==> src/rtl/bram_ctrl_pkg.sv <==
// rtl/bram_ctrl_pkg.sv - shared types and constants for the BRAM port controller
// Contents: controller state enum, default BRAM geometry (shared with bram),
// BRAM read latency and the derived in-flight pipeline depth.
package bram_ctrl_pkg;

    localparam int DEF_ADDR_WIDTH = 13;
    localparam int DEF_DATA_WIDTH = 32;
    localparam int DEF_DEPTH      = 8192;

    // Registered BRAM: data appears one edge after the address is presented.
    localparam int RD_LATENCY     = 1;
    // One stage for the registered address output plus the BRAM latency.
    localparam int RD_PIPE_STAGES = RD_LATENCY + 1;

    localparam int RSP_FIFO_DEPTH = 2;

    typedef enum logic [1:0] {
        ST_CLEAR = 2'd0,
        ST_RUN   = 2'd1,
        ST_DRAIN = 2'd2
    } ctrl_state_t;

endpackage

==> src/rtl/rsp_fifo2.sv <==
// rtl/rsp_fifo2.sv - two-entry synchronous FIFO for read responses
// Ports:
//   i_clk, i_rst            clock, synchronous active-high reset (empties FIFO)
//   i_in_valid/o_in_ready   push handshake, i_in_data pushed word
//   o_out_valid/i_out_ready pop handshake, o_out_data head word
//   o_count                 current occupancy (0..2)
module rsp_fifo2 #(
    parameter int DATA_WIDTH = 32
) (
    input  logic                  i_clk,
    input  logic                  i_rst,
    input  logic                  i_in_valid,
    output logic                  o_in_ready,
    input  logic [DATA_WIDTH-1:0] i_in_data,
    output logic                  o_out_valid,
    input  logic                  i_out_ready,
    output logic [DATA_WIDTH-1:0] o_out_data,
    output logic [1:0]            o_count
);

    logic [DATA_WIDTH-1:0] r_mem [2];
    logic                  r_wr_ptr;
    logic                  r_rd_ptr;
    logic [1:0]            r_count;
    logic                  w_push;
    logic                  w_pop;

    assign o_in_ready  = (r_count != 2'd2);
    assign o_out_valid = (r_count != 2'd0);
    assign o_out_data  = r_mem[r_rd_ptr];
    assign o_count     = r_count;

    assign w_push = i_in_valid & o_in_ready;
    assign w_pop  = o_out_valid & i_out_ready;

    always_ff @(posedge i_clk) begin
        if (i_rst) begin
            r_mem[0] <= '0;
            r_mem[1] <= '0;
            r_wr_ptr <= 1'b0;
            r_rd_ptr <= 1'b0;
            r_count  <= 2'd0;
        end else begin
            if (w_push) begin
                r_mem[r_wr_ptr] <= i_in_data;
                r_wr_ptr        <= ~r_wr_ptr;
            end
            if (w_pop) begin
                r_rd_ptr <= ~r_rd_ptr;
            end
            r_count <= r_count + {1'b0, w_push} - {1'b0, w_pop};
        end
    end

endmodule

==> src/rtl/bram_port_ctrl.sv <==
// rtl/bram_port_ctrl.sv - single-port BRAM initiator with write/read request channels
// Ports:
//   i_clk, i_rst                   clock, synchronous active-high reset (forces clear sweep)
//   i_clear, o_busy                clear request pulse, busy while draining or clearing
//   i_wr_valid/o_wr_ready, i_wr_addr, i_wr_data   write request channel
//   i_rd_valid/o_rd_ready, i_rd_addr              read request channel
//   o_rsp_valid/i_rsp_ready, o_rsp_data           in-order read responses
//   o_bram_addr/o_bram_write/o_bram_data          registered BRAM port drive
//   i_bram_data                                   BRAM read data (one-cycle latency)
module bram_port_ctrl
    import bram_ctrl_pkg::*;
#(
    parameter int                    ADDR_WIDTH  = DEF_ADDR_WIDTH,
    parameter int                    DATA_WIDTH  = DEF_DATA_WIDTH,
    parameter int                    DEPTH       = DEF_DEPTH,
    parameter logic [DATA_WIDTH-1:0] CLEAR_VALUE = '0
) (
    input  logic                  i_clk,
    input  logic                  i_rst,
    input  logic                  i_clear,
    output logic                  o_busy,
    input  logic                  i_wr_valid,
    output logic                  o_wr_ready,
    input  logic [ADDR_WIDTH-1:0] i_wr_addr,
    input  logic [DATA_WIDTH-1:0] i_wr_data,
    input  logic                  i_rd_valid,
    output logic                  o_rd_ready,
    input  logic [ADDR_WIDTH-1:0] i_rd_addr,
    output logic                  o_rsp_valid,
    input  logic                  i_rsp_ready,
    output logic [DATA_WIDTH-1:0] o_rsp_data,
    output logic [ADDR_WIDTH-1:0] o_bram_addr,
    output logic                  o_bram_write,
    output logic [DATA_WIDTH-1:0] o_bram_data,
    input  logic [DATA_WIDTH-1:0] i_bram_data
);

    ctrl_state_t               r_state;
    ctrl_state_t               w_state_nxt;
    logic [ADDR_WIDTH-1:0]     r_sweep_cnt;
    logic [RD_PIPE_STAGES-1:0] r_rd_pipe;
    logic                      r_last_rd;

    logic                      w_sweep_last;
    logic [2:0]                w_inflight;
    logic [2:0]                w_used;
    logic                      w_has_credit;
    logic                      w_pop;
    logic                      w_push;
    logic                      w_fifo_in_ready;
    logic [1:0]                w_fifo_count;
    logic                      w_run_ok;
    logic                      w_rd_elig;
    logic                      w_wr_grant;
    logic                      w_rd_grant;

    assign w_sweep_last = (r_sweep_cnt == ADDR_WIDTH'(DEPTH - 1));

    always_comb begin
        w_inflight = 3'd0;
        for (int i = 0; i < RD_PIPE_STAGES; i++) begin
            w_inflight = w_inflight + 3'(r_rd_pipe[i]);
        end
    end

    // Credits: FIFO slots not yet claimed by an in-flight read or a held response.
    assign w_used       = w_inflight + {1'b0, w_fifo_count};
    assign w_has_credit = (w_used < 3'(RSP_FIFO_DEPTH));
    assign w_pop        = o_rsp_valid & i_rsp_ready;

    // ---------------- FSM: state register ----------------
    always_ff @(posedge i_clk) begin
        if (i_rst) begin
            r_state <= ST_CLEAR;
        end else begin
            r_state <= w_state_nxt;
        end
    end

    // ---------------- FSM: next state ----------------
    always_comb begin
        w_state_nxt = r_state;
        case (r_state)
            ST_CLEAR: if (w_sweep_last)        w_state_nxt = ST_RUN;
            ST_RUN:   if (i_clear)             w_state_nxt = ST_DRAIN;
            ST_DRAIN: if (w_inflight == 3'd0)  w_state_nxt = ST_CLEAR;
            default:                           w_state_nxt = ST_CLEAR;
        endcase
    end

    // ---------------- FSM: outputs / grant arbitration ----------------
    // A read grant is allowed on a pop cycle even with zero credits: the popped
    // slot is freed at the same edge the new read claims one.
    // Write readiness looks at the read channel's valid and eligibility, never at
    // o_rd_ready, so the two ready outputs do not form a combinational loop.
    always_comb begin
        o_busy     = 1'b1;
        w_run_ok   = 1'b0;
        w_rd_elig  = 1'b0;
        o_wr_ready = 1'b0;
        o_rd_ready = 1'b0;
        if (r_state == ST_RUN) begin
            o_busy     = 1'b0;
            w_run_ok   = ~i_clear;
            w_rd_elig  = w_run_ok & (w_has_credit | w_pop);
            o_wr_ready = w_run_ok & ~(i_rd_valid & w_rd_elig & ~r_last_rd);
            o_rd_ready = w_rd_elig & ~(i_wr_valid & w_run_ok & r_last_rd);
        end
    end

    assign w_wr_grant = i_wr_valid & o_wr_ready;
    assign w_rd_grant = i_rd_valid & o_rd_ready;

    // ---------------- BRAM port drive, sweep counter, arbitration flag ----------------
    always_ff @(posedge i_clk) begin
        if (i_rst) begin
            o_bram_addr  <= '0;
            o_bram_write <= 1'b0;
            o_bram_data  <= '0;
            r_sweep_cnt  <= '0;
            r_last_rd    <= 1'b1;
        end else begin
            case (r_state)
                ST_CLEAR: begin
                    o_bram_addr  <= r_sweep_cnt;
                    o_bram_write <= 1'b1;
                    o_bram_data  <= CLEAR_VALUE;
                end
                ST_RUN: begin
                    if (w_wr_grant) begin
                        o_bram_addr  <= i_wr_addr;
                        o_bram_write <= 1'b1;
                        o_bram_data  <= i_wr_data;
                    end else if (w_rd_grant) begin
                        o_bram_addr  <= i_rd_addr;
                        o_bram_write <= 1'b0;
                    end else begin
                        o_bram_write <= 1'b0;
                    end
                end
                default: o_bram_write <= 1'b0;
            endcase

            // Counter only runs in CLEAR; leaving any other state parks it at 0
            // so the next sweep always starts from address 0.
            if (r_state == ST_CLEAR) begin
                r_sweep_cnt <= r_sweep_cnt + 1'b1;
            end else begin
                r_sweep_cnt <= '0;
            end

            if (w_wr_grant) begin
                r_last_rd <= 1'b0;
            end else if (w_rd_grant) begin
                r_last_rd <= 1'b1;
            end
        end
    end

    // ---------------- In-flight read tracking ----------------
    // Stage 0: address registered onto the BRAM port; last stage: BRAM data valid.
    always_ff @(posedge i_clk) begin
        if (i_rst) begin
            r_rd_pipe <= '0;
        end else begin
            r_rd_pipe <= {r_rd_pipe[RD_PIPE_STAGES-2:0], w_rd_grant};
        end
    end

    assign w_push = r_rd_pipe[RD_PIPE_STAGES-1] & w_fifo_in_ready;

    rsp_fifo2 #(
        .DATA_WIDTH (DATA_WIDTH)
    ) u_rsp_fifo (
        .i_clk       (i_clk),
        .i_rst       (i_rst),
        .i_in_valid  (w_push),
        .o_in_ready  (w_fifo_in_ready),
        .i_in_data   (i_bram_data),
        .o_out_valid (o_rsp_valid),
        .i_out_ready (i_rsp_ready),
        .o_out_data  (o_rsp_data),
        .o_count     (w_fifo_count)
    );

endmodule
==> config.mk <==
export PLATFORM = sky130hd
export DESIGN_NAME = bram_port_ctrl
export DESIGN_NICKNAME = d
export VERILOG_FILES = /design/src/rtl/bram_ctrl_pkg.sv /design/src/rtl/rsp_fifo2.sv /design/src/rtl/bram_port_ctrl.sv
export SDC_FILE = /design/constraint.sdc
export NUM_CORES = 1
export LEC_CHECK = 0
export BUFFER_PORTS_ARGS = -buffer_cell sky130_fd_sc_hd__buf_2
export CORE_MARGIN = 5
export CORE_UTILIZATION = 35
export DETAILED_ROUTE_END_ITERATION = 6
export SLEW_MARGIN = 10
export SYNTH_ARGS = -nofsm -noshare
export SYNTH_HDL_FRONTEND = slang
export SYNTH_HIERARCHICAL = 1
export SYNTH_SLANG_ARGS = --single-unit
==> constraint.sdc <==
create_clock -name i_clk -period 6.04 [get_ports i_clk]
set_input_delay 1.208 -clock i_clk [delete_from_list [all_inputs] [get_ports i_clk]]
set_output_delay 1.208 -clock i_clk [all_outputs]
set_load 0.005 [all_outputs]
==> results of run 1 <==
==> how the worst max path moves through the flow <==
stage	to	startpoint
6_report	o_wr_ready	r_rd_pipe[0]
5_1_grt	o_wr_ready	r_rd_pipe[1]
4_1_cts	o_wr_ready	r_rd_pipe[0]
3_5_place_dp	o_wr_ready	i_rsp_ready
3_3_place_gp	o_rd_ready	i_clear
2_1_floorplan	o_wr_ready	r_rd_pipe[0]
==> synth_stat cells (2+ instances only) <==
cell type  number  area, sq um
nor2_1         80          300
dfxtp_1        69         1380
edfxtp_1       64         1920
nand2_1        39          146
a21oi_1        38          190
nand3_1        37          185
nand2b_1       36          225
mux2_2         31          349
buf_2          16         80.1
mux2i_1        14          140
a22oi_1        13         97.6
clkbuf_1       13         48.8
o21ai_1        10         50.1
xnor2_1         8         70.1
o21ai_0         6         30.0
inv_1           5         18.8
ha_1            4         50.1
a211oi_1        3         22.5
and2_1          3         18.8
buf_1           3         11.3
nor3_1          3         15.0
nor4_1          3         18.8
or3_1           3         18.8
buf_6           2         22.5
mux2_1          2         22.5
nor2b_1         2         12.5
nor3b_1         2         15.0
or2_2           2         12.5
xor2_1          2         17.5
==> power by group through the flow <==
stage	Clock, mW	Sequential (mW)	Combinational [mW]
6_report	0.952	0.975	0.176
5_1_grt	1.01	0.978	0.197
4_1_cts	0.976	0.975	0.181
3_5_place_dp	0	0.994	0.179
3_3_place_gp	0	0.993	0.177
2_1_floorplan	0	0.991	0.102
==> cells by family (layout without fill, tap and decap cells) <==
kind of cell,count (synthesis),count (layout),synth area share
adders and majority gates,5,5,0.0122
DFF,133,133,0.577
AOI/OAI and AO/OA,80,80,0.0842
muxes,47,47,0.0894
and+or+nand+nor,222,222,0.189
xor gates and xnor gates,10,10,0.0153
buffers and inverters,40,217,0.0330
==> flip-flops by register name, summed over array words and instances, names as in the netlist, named ones only <==
| register | cells |
|---|---|
| o_bram_data | 32 |
| u_rsp_fifo/r_rd_ptr | 1 |
| o_bram_write | 1 |
| r_sweep_cnt | 13 |
| r_last_rd | 1 |
| u_rsp_fifo/r_wr_ptr | 1 |
| o_bram_addr | 13 |
| u_rsp_fifo/o_count | 2 |
| r_state | 2 |
| r_rd_pipe | 2 |
| u_rsp_fifo/r_mem | 64 |
==> critical path, delay by kind of cell (launching register included) <==
kind | cells | cell delay (ps)
and+or+nand+nor | 3 | 380
buffers and inverters | 2 | 190
AOI/OAI and AO/OA | 1 | 440
DFF | 1 | 330
adders and majority gates | 2 | 790
==> final cells by class <==
type / instances / share of cell area
clock buffer: 29 / 0.0742
tap: 216 / 0.0370
multi-input combinational: 364 / 0.306
sequential: 133 / 0.453
inverter: 5 / 0.00257
timing repair buffer: 181 / 0.125
clock inverter: 2 / 0.00171
==> stage by stage <==
step	cells	hold slack [ps]	instance area [sq um]
6_report	930	461	7300
5_1_grt	930	476	7300
2_1_floorplan	537	430	5720
4_1_cts	930	462	7300
3_3_place_gp	899	446	6750
3_5_place_dp	899	455	6750
==> per-layer routing <==
layer	GRT usage	vias to the layer above	wire (um)
met5	0	-	0
met2	0.240	165	6470
met4	0.0582	0	229
met1	0.179	2077	5880
li1	-	2208	-
met3	0.0591	18	1330
==> metrics.md, run 1 <==
| Metric | Value |
|---|---|
| Post-synth design cell area | around 5700 sq um |
| Hold WC Path Type | flop to flop |
| FF+latch count, synth | between 100 and 150 |
| Setup WS post-layout | ~2300 ps |
| Reg area | 3300 sq um |
| Net Sw Frac | 0.213 |
| First-pass GRT wire length | 22.3 mm |
| Slowest cell on the critical path | fa_1 |
| Reg2Reg Depth | 8 |
| Final hold violations | 0 |
| ANT cells | 0 |
| Remaining DRCs | 0 |
| Arrival time worst endpoint | approximately 2500 ps |
| Setup Slack @ Placement | 2720 ps |
| Register-to-register path setup slack | just over 3000 ps |
| Vias | 4,468 |
| H-Tree Depth | 4 |
| CP Launch Type | flop |
| Crit-path cells | inv_1 -> ha_1 -> and2_1 -> fa_1 -> a2bb2oi_1 -> nor2_1 -> nor2_1 -> buf_2 |
| Psw | approximately 0.45 mW |
| Worst VDD drop | 0.172 mV |
| MaxCap Viol Count | 0 |
| DRT Pass-1 Iters | 4 |
| Commonest non-fill, non-tap cells in the layout | buf_2, nor2_1, dfxtp_1, edfxtp_1, nand2_1 |
| P_leak | between 2 and 3 nW |
| Die H | 138 um |
| Layout fillers | between 1,500 and 2,000 |
| CTS tree | built |
| Initial DRC count | 152 |
| Max Buffers Root-to-Sink | 2 |
| PortBufs | roughly 180 |
| WP data required | approximately 4800 ps |
| Hold endpoint | o_bram_data[19] |
| Post-synth EDFFs | 64 |
| Top_reg_cell synth | dfxtp_1 |
| Distinct cell type count after synthesis | 53 |
| Syn Inst Count | about 540 |
| CTS Buf Count | 17 |
| Skew-Pair Late Insertion Delay | 410 ps |
| Layout area overhead | 27.5% |
| Cell area power density | a little under 300 nW/um^2 |
| Resized Gates After CTS | 0 |
| Setup Viol. Count Final | 0 |
| Status | finished, final reports clean |
| Clk sink count | approximately 130 |
| Initial antenna violation count | 0 |
| Initial core utilization | 0.359 |
| Largest net degree at the start of global routing | 67 |
| WL/cell | between 10 and 15 um |
| Clock skew | 7.78 ps |
| Slew HR | 0.370 |
| Vias in the first global route | 4,607 |
| Footprint of the multi-input gates | between 2000 and 2500 sq um |
| Async SR Flop Fraction | 0 |
| Setup TNS | 0 ps |
| CP Class | flop to output pin |
| FP Rows | between 40 and 50 |
| Tot GR Track Use | 0.149 |
| Worst reg2reg endpoint | o_bram_data[25] |
| Layout net count | roughly 800 |
| Worst path max stage delay | slightly above 500 ps |
| Final worst-path cycle share | 0.619 |
| ANT nets after route | 0 |
| IO Count | 178 |
| Mapped Nets | approximately 640 |
| Total Die Area | 19,000 sq um |
| Vias per cell | approximately 4.8 |
| Routability cong. | ~0.75 |
| Gate power share | 0.084 |
| YS warnings | 6 |
| Hold Path Depth | 2 |
| Most frequent CP cell | nor2_1 |
| Sequential element share of the synthesized area | 0.577 |
| Post-CTS Setup Inserts | 0 |
| Critical Path Sink Type | output pin |
| Clock-pin slew on the worst setup and hold paths | approximately 50 ps |
| Fmax | about 270 MHz |
| Internal | ~1.7 mW |
| Register share of total power | 0.464 |
| Slew Viols, Final | 0 |
| Global route overflow | 0 |
| Final Power | ~2.1 mW |
| Drt total wl | 13.9 mm |
| Clock Root Buffer | clkbuf_16 |
| Clock power share | 0.452 |
| RSZ-0062 raised after global routing | no |
| Layout Utilization | 0.458 |
| Worst-path fanout max | 5 |
| Tmin final | approximately 3700 ps |
| Hold Buf Count CTS | 0 |
| Post-Syn Area per Cell | around 11 sq um |
| Worst Tran Pin Value | about 940 ps |
| Core Area | roughly 16,000 sq um |
| Critical R2R Launch | r_rd_pipe[0] |
| Hold_sp | o_bram_data[19] |
| Die X | 138 um |
| HPWL Detailed | approximately 9.5 mm |
| Share of cells above drive strength 1 | 0.353 |
| Commonest non-fill, non-tap cell in the layout | buf_2 |
Note: power is estimated with default switching activity, not from simulation.
==> run 2: changes to the inputs <==
--- a/config.mk
+++ b/config.mk
@@ -5,6 +5,7 @@
 export SDC_FILE = /design/constraint.sdc
 export NUM_CORES = 1
 export LEC_CHECK = 0
+export ABC_AREA = 1
 export BUFFER_PORTS_ARGS = -buffer_cell sky130_fd_sc_hd__buf_2
 export CORE_MARGIN = 5
 export CORE_UTILIZATION = 35
==> constraint.sdc (replaced) <==
create_clock -name i_clk -period 3.4 [get_ports i_clk]
set_input_delay 0.68 -clock i_clk [delete_from_list [all_inputs] [get_ports i_clk]]
set_output_delay 0.68 -clock i_clk [all_outputs]
set_load 0.005 [all_outputs]
==> run 2 against run 1 <==
- wire length increased by 2.2%
- final cell count grew 14%
- hold slack got worse by 3.0 ps
- clock power increased by 75%
- register-to-register slack got worse by 2200 ps
- total power grew 76%
- critical path depth is 1 higher
- sequential cell count unchanged
- first-iteration DRC count up 9.2%
- design area is 4.2% higher
- die area grew 5.6%
- non-clock buffer count grew 4
- critical endpoint is now o_rd_ready
- largest cell class unchanged
==> metrics.md, run 2 <==
| Metric | Value |
|---|---|
| Status | finished, final reports clean |
| Max Buffers Root-to-Sink | 2 |
| Initial core utilization | 0.353 |
| Reg2Reg Depth | 11 |
| Placed Area | 7070 sq um |
| Global route overflow | 0 |
| Skew-Pair Late Insertion Delay | 410 ps |
| Register-to-register path setup slack | 830 ps |
| Critical R2R Launch | r_rd_pipe[1] |
| Syn Inst Count | approximately 650 |
| Final worst-path cycle share | 0.845 |
| Layout Cells excl Fill | 1,063 |
| Die X | ~140 um |
| Post-synth EDFFs | between 60 and 70 |
| Share of cells above drive strength 1 | 0.372 |
| First-pass GRT wire length | ~24 mm |
| Top_reg_cell synth | dfxtp_1 |
| Reg area | roughly 3300 sq um |
| Worst reg2reg endpoint | o_bram_addr[8] |
| FF+latch count, synth | 133 |
| CP Class | flop to output pin |
| Tmin final | roughly 2900 ps |
| Cell with the most instances after synthesis | nor2_1 |
| Drt total wl | between 10 and 15 mm |
| Async SR Flop Fraction | 0 |
| Mapped Nets | about 760 |
| Clk sink count | 133 |
| Clock power share | 0.452 |
| Final hold violations | 0 |
| Layout area overhead | 25.4% |
| Slew HR | 0.627 |
| Die H | around 140 um |
| ANT nets after route | 0 |
| Synth area leaders | edfxtp_1, dfxtp_1, nor2_1 |
| Crit-path cells | inv_1 -> ha_1 -> nand2_1 -> inv_1 -> fa_1 -> o21ai_4 -> nand2_1 -> nor2_1 -> buf_2 |
| Initial DRC count | about 170 |
| Placed Instances | between 1,000 and 1,500 |
| Final Power | 3.69 mW |
| Layout fillers | approximately 1,700 |
| Biggest regs | u_rsp_fifo/r_mem x64, o_bram_data x32 |
| CP Launch Type | flop |
| Hold slack | 458 ps |
| Clock skew | around 6.6 ps |
| Arrival time worst endpoint | roughly 2200 ps |
| Routability cong. | between 0.7 and 0.8 |
| Cell area power density | between 400 and 500 nW/um^2 |
| Max reg flops | 64 |
| RSZ-0062 raised after global routing | no |
| Hold_sp | o_bram_data[1] |
| DRT Pass-1 Iters | 4 |
| Final instance area | around 7600 sq um |
| Top cells by count, synth | nor2_1, nand2_1, dfxtp_1, inv_1, edfxtp_1 |
| HPWL Detailed | around 10 mm |
| ANT cells | 0 |
| Setup TNS | 0 ps |
| Slew Viols, Final | 0 |
| H-Tree Depth | 4 |
| Vias in the first global route | slightly below 5,000 |
| Largest Register | u_rsp_fifo/r_mem |
| Post-synth design cell area | 6070 sq um |
| Worst path max stage delay | between 400 and 500 ps |
| Vias per cell | around 4.5 |
| IO Count | 178 |
| YS warnings | 6 |
| Commonest non-fill, non-tap cells in the layout | buf_2, nor2_1, nand2_1, inv_1, dfxtp_1 |
| Worst VDD drop | around 0.31 mV |
| Total Die Area | about 20,000 sq um |
| Remaining DRCs | 0 |
| Core Area | ~17,000 sq um |
| Worst Tran Pin Value | 558 ps |
| Hold Buf Count CTS | 0 |
| Post-CTS Setup Inserts | 0 |
| MaxCap Viol Count | 0 |
| Footprint of the multi-input gates | between 2000 and 2500 sq um |
| Hold WC Path Type | flop to flop |
| Sequential element share of the synthesized area | 0.544 |
| Slowest cell on the critical path | fa_1 |
| Gate power share | 0.080 |
| Psw | 0.849 mW |
| Internal | about 2.8 mW |
| Clock-pin slew on the worst setup and hold paths | around 60 ps |
| Distinct cell type count after synthesis | 36 |
| Tot GR Track Use | 0.144 |
| PortBufs | 177 |
| FP Rows | 48 |
| Commonest non-fill, non-tap cell in the layout | buf_2 |
| Area leader, netlist | edfxtp_1 |
| Initial antenna violation count | 1 |
| Clock Root Buffer | clkbuf_16 |
| Setup Viol. Count Final | 0 |
| Register share of total power | 0.468 |
| Share of the synthesized area in the top cell type | 0.317 |
| WL/cell | around 13 um |
| Post-Syn Area per Cell | between 9 and 10 sq um |
| CTS tree | built |
| Critical Path Sink Type | output pin |
| P_leak | about 3.5 nW |
| Vias | roughly 4,800 |
| Net Sw Frac | 0.230 |
| WP data required | about 2700 ps |
| Fmax | 348 MHz |
| Hold endpoint | o_bram_data[1] |
| Worst-path fanout max | 4 |
| Resized Gates After CTS | 0 |
| Largest net degree at the start of global routing | 40 |
| Layout net count | 927 |
| CTS Buf Count | 17 |
| Hold Path Depth | 2 |
[run 2: metal layers]
layer	part of all wire	track usage	up-vias
met5	0.0014	0	-
met4	0.0084	0.0318	2
met3	0.090	0.0640	14
met2	0.45	0.228	134
met1	0.45	0.184	2178
li1	-	-	2443
[run 2: power by group through the flow]
stage               Combinational, mW  Sequential [mW]  Clock [mW]
floorplan                       0.166             1.76           0
global placement                0.299             1.76           0
detailed placement              0.299             1.76           0
CTS                             0.302             1.73        1.71
global route                    0.329             1.73        1.79
finish                          0.295             1.73        1.67
[run 2: worst max-delay path: cells and delay by family, from the launching register on]
kind            cells  cell delay (ps)
compound gates      1              250
fa+ha+maj           2              740
buf+inv             3              230
flops               1              350
simple gates        3              210
[run 2: kinds of logic after synthesis]
family | Yosys count | synth area share
buf+inv | 105 | 0.0829
fa+ha+maj | 5 | 0.0115
compound gates | 67 | 0.0711
flops | 133 | 0.544
mux | 32 | 0.0594
simple gates | 312 | 0.231
[run 2: metrics by stage]
stage / util / setup slack, ps
floorplan: - / 1030
global placement: 0.411 / 915
detailed placement: 0.411 / 854
CTS: 0.443 / 482
global route: 0.443 / 379
finish: 0.443 / 529
[run 2: area by class of cell]
type,instances,share of cell area
clock buffers,18,0.0564
clock inverters,13,0.0146
inverters,73,0.0363
multi-input cells,416,0.297
flip-flops and latches,133,0.434
well taps,225,0.0370
repair buffers,185,0.124
[run 2: how the worst max path moves through the flow]
stage / slack (ps) / to / start / cells after the start
after floorplan: 1030 / o_wr_ready / r_rd_pipe[0] / 8
after global placement: 910 / o_bram_addr[2] / r_rd_pipe[0] / 11
after detailed placement: 850 / o_bram_addr[8] / r_rd_pipe[1] / 11
after CTS: 480 / o_rd_ready / r_rd_pipe[1] / 9
after global routing: 380 / o_rd_ready / r_rd_pipe[1] / 9
final: 530 / o_rd_ready / r_rd_pipe[1] / 9
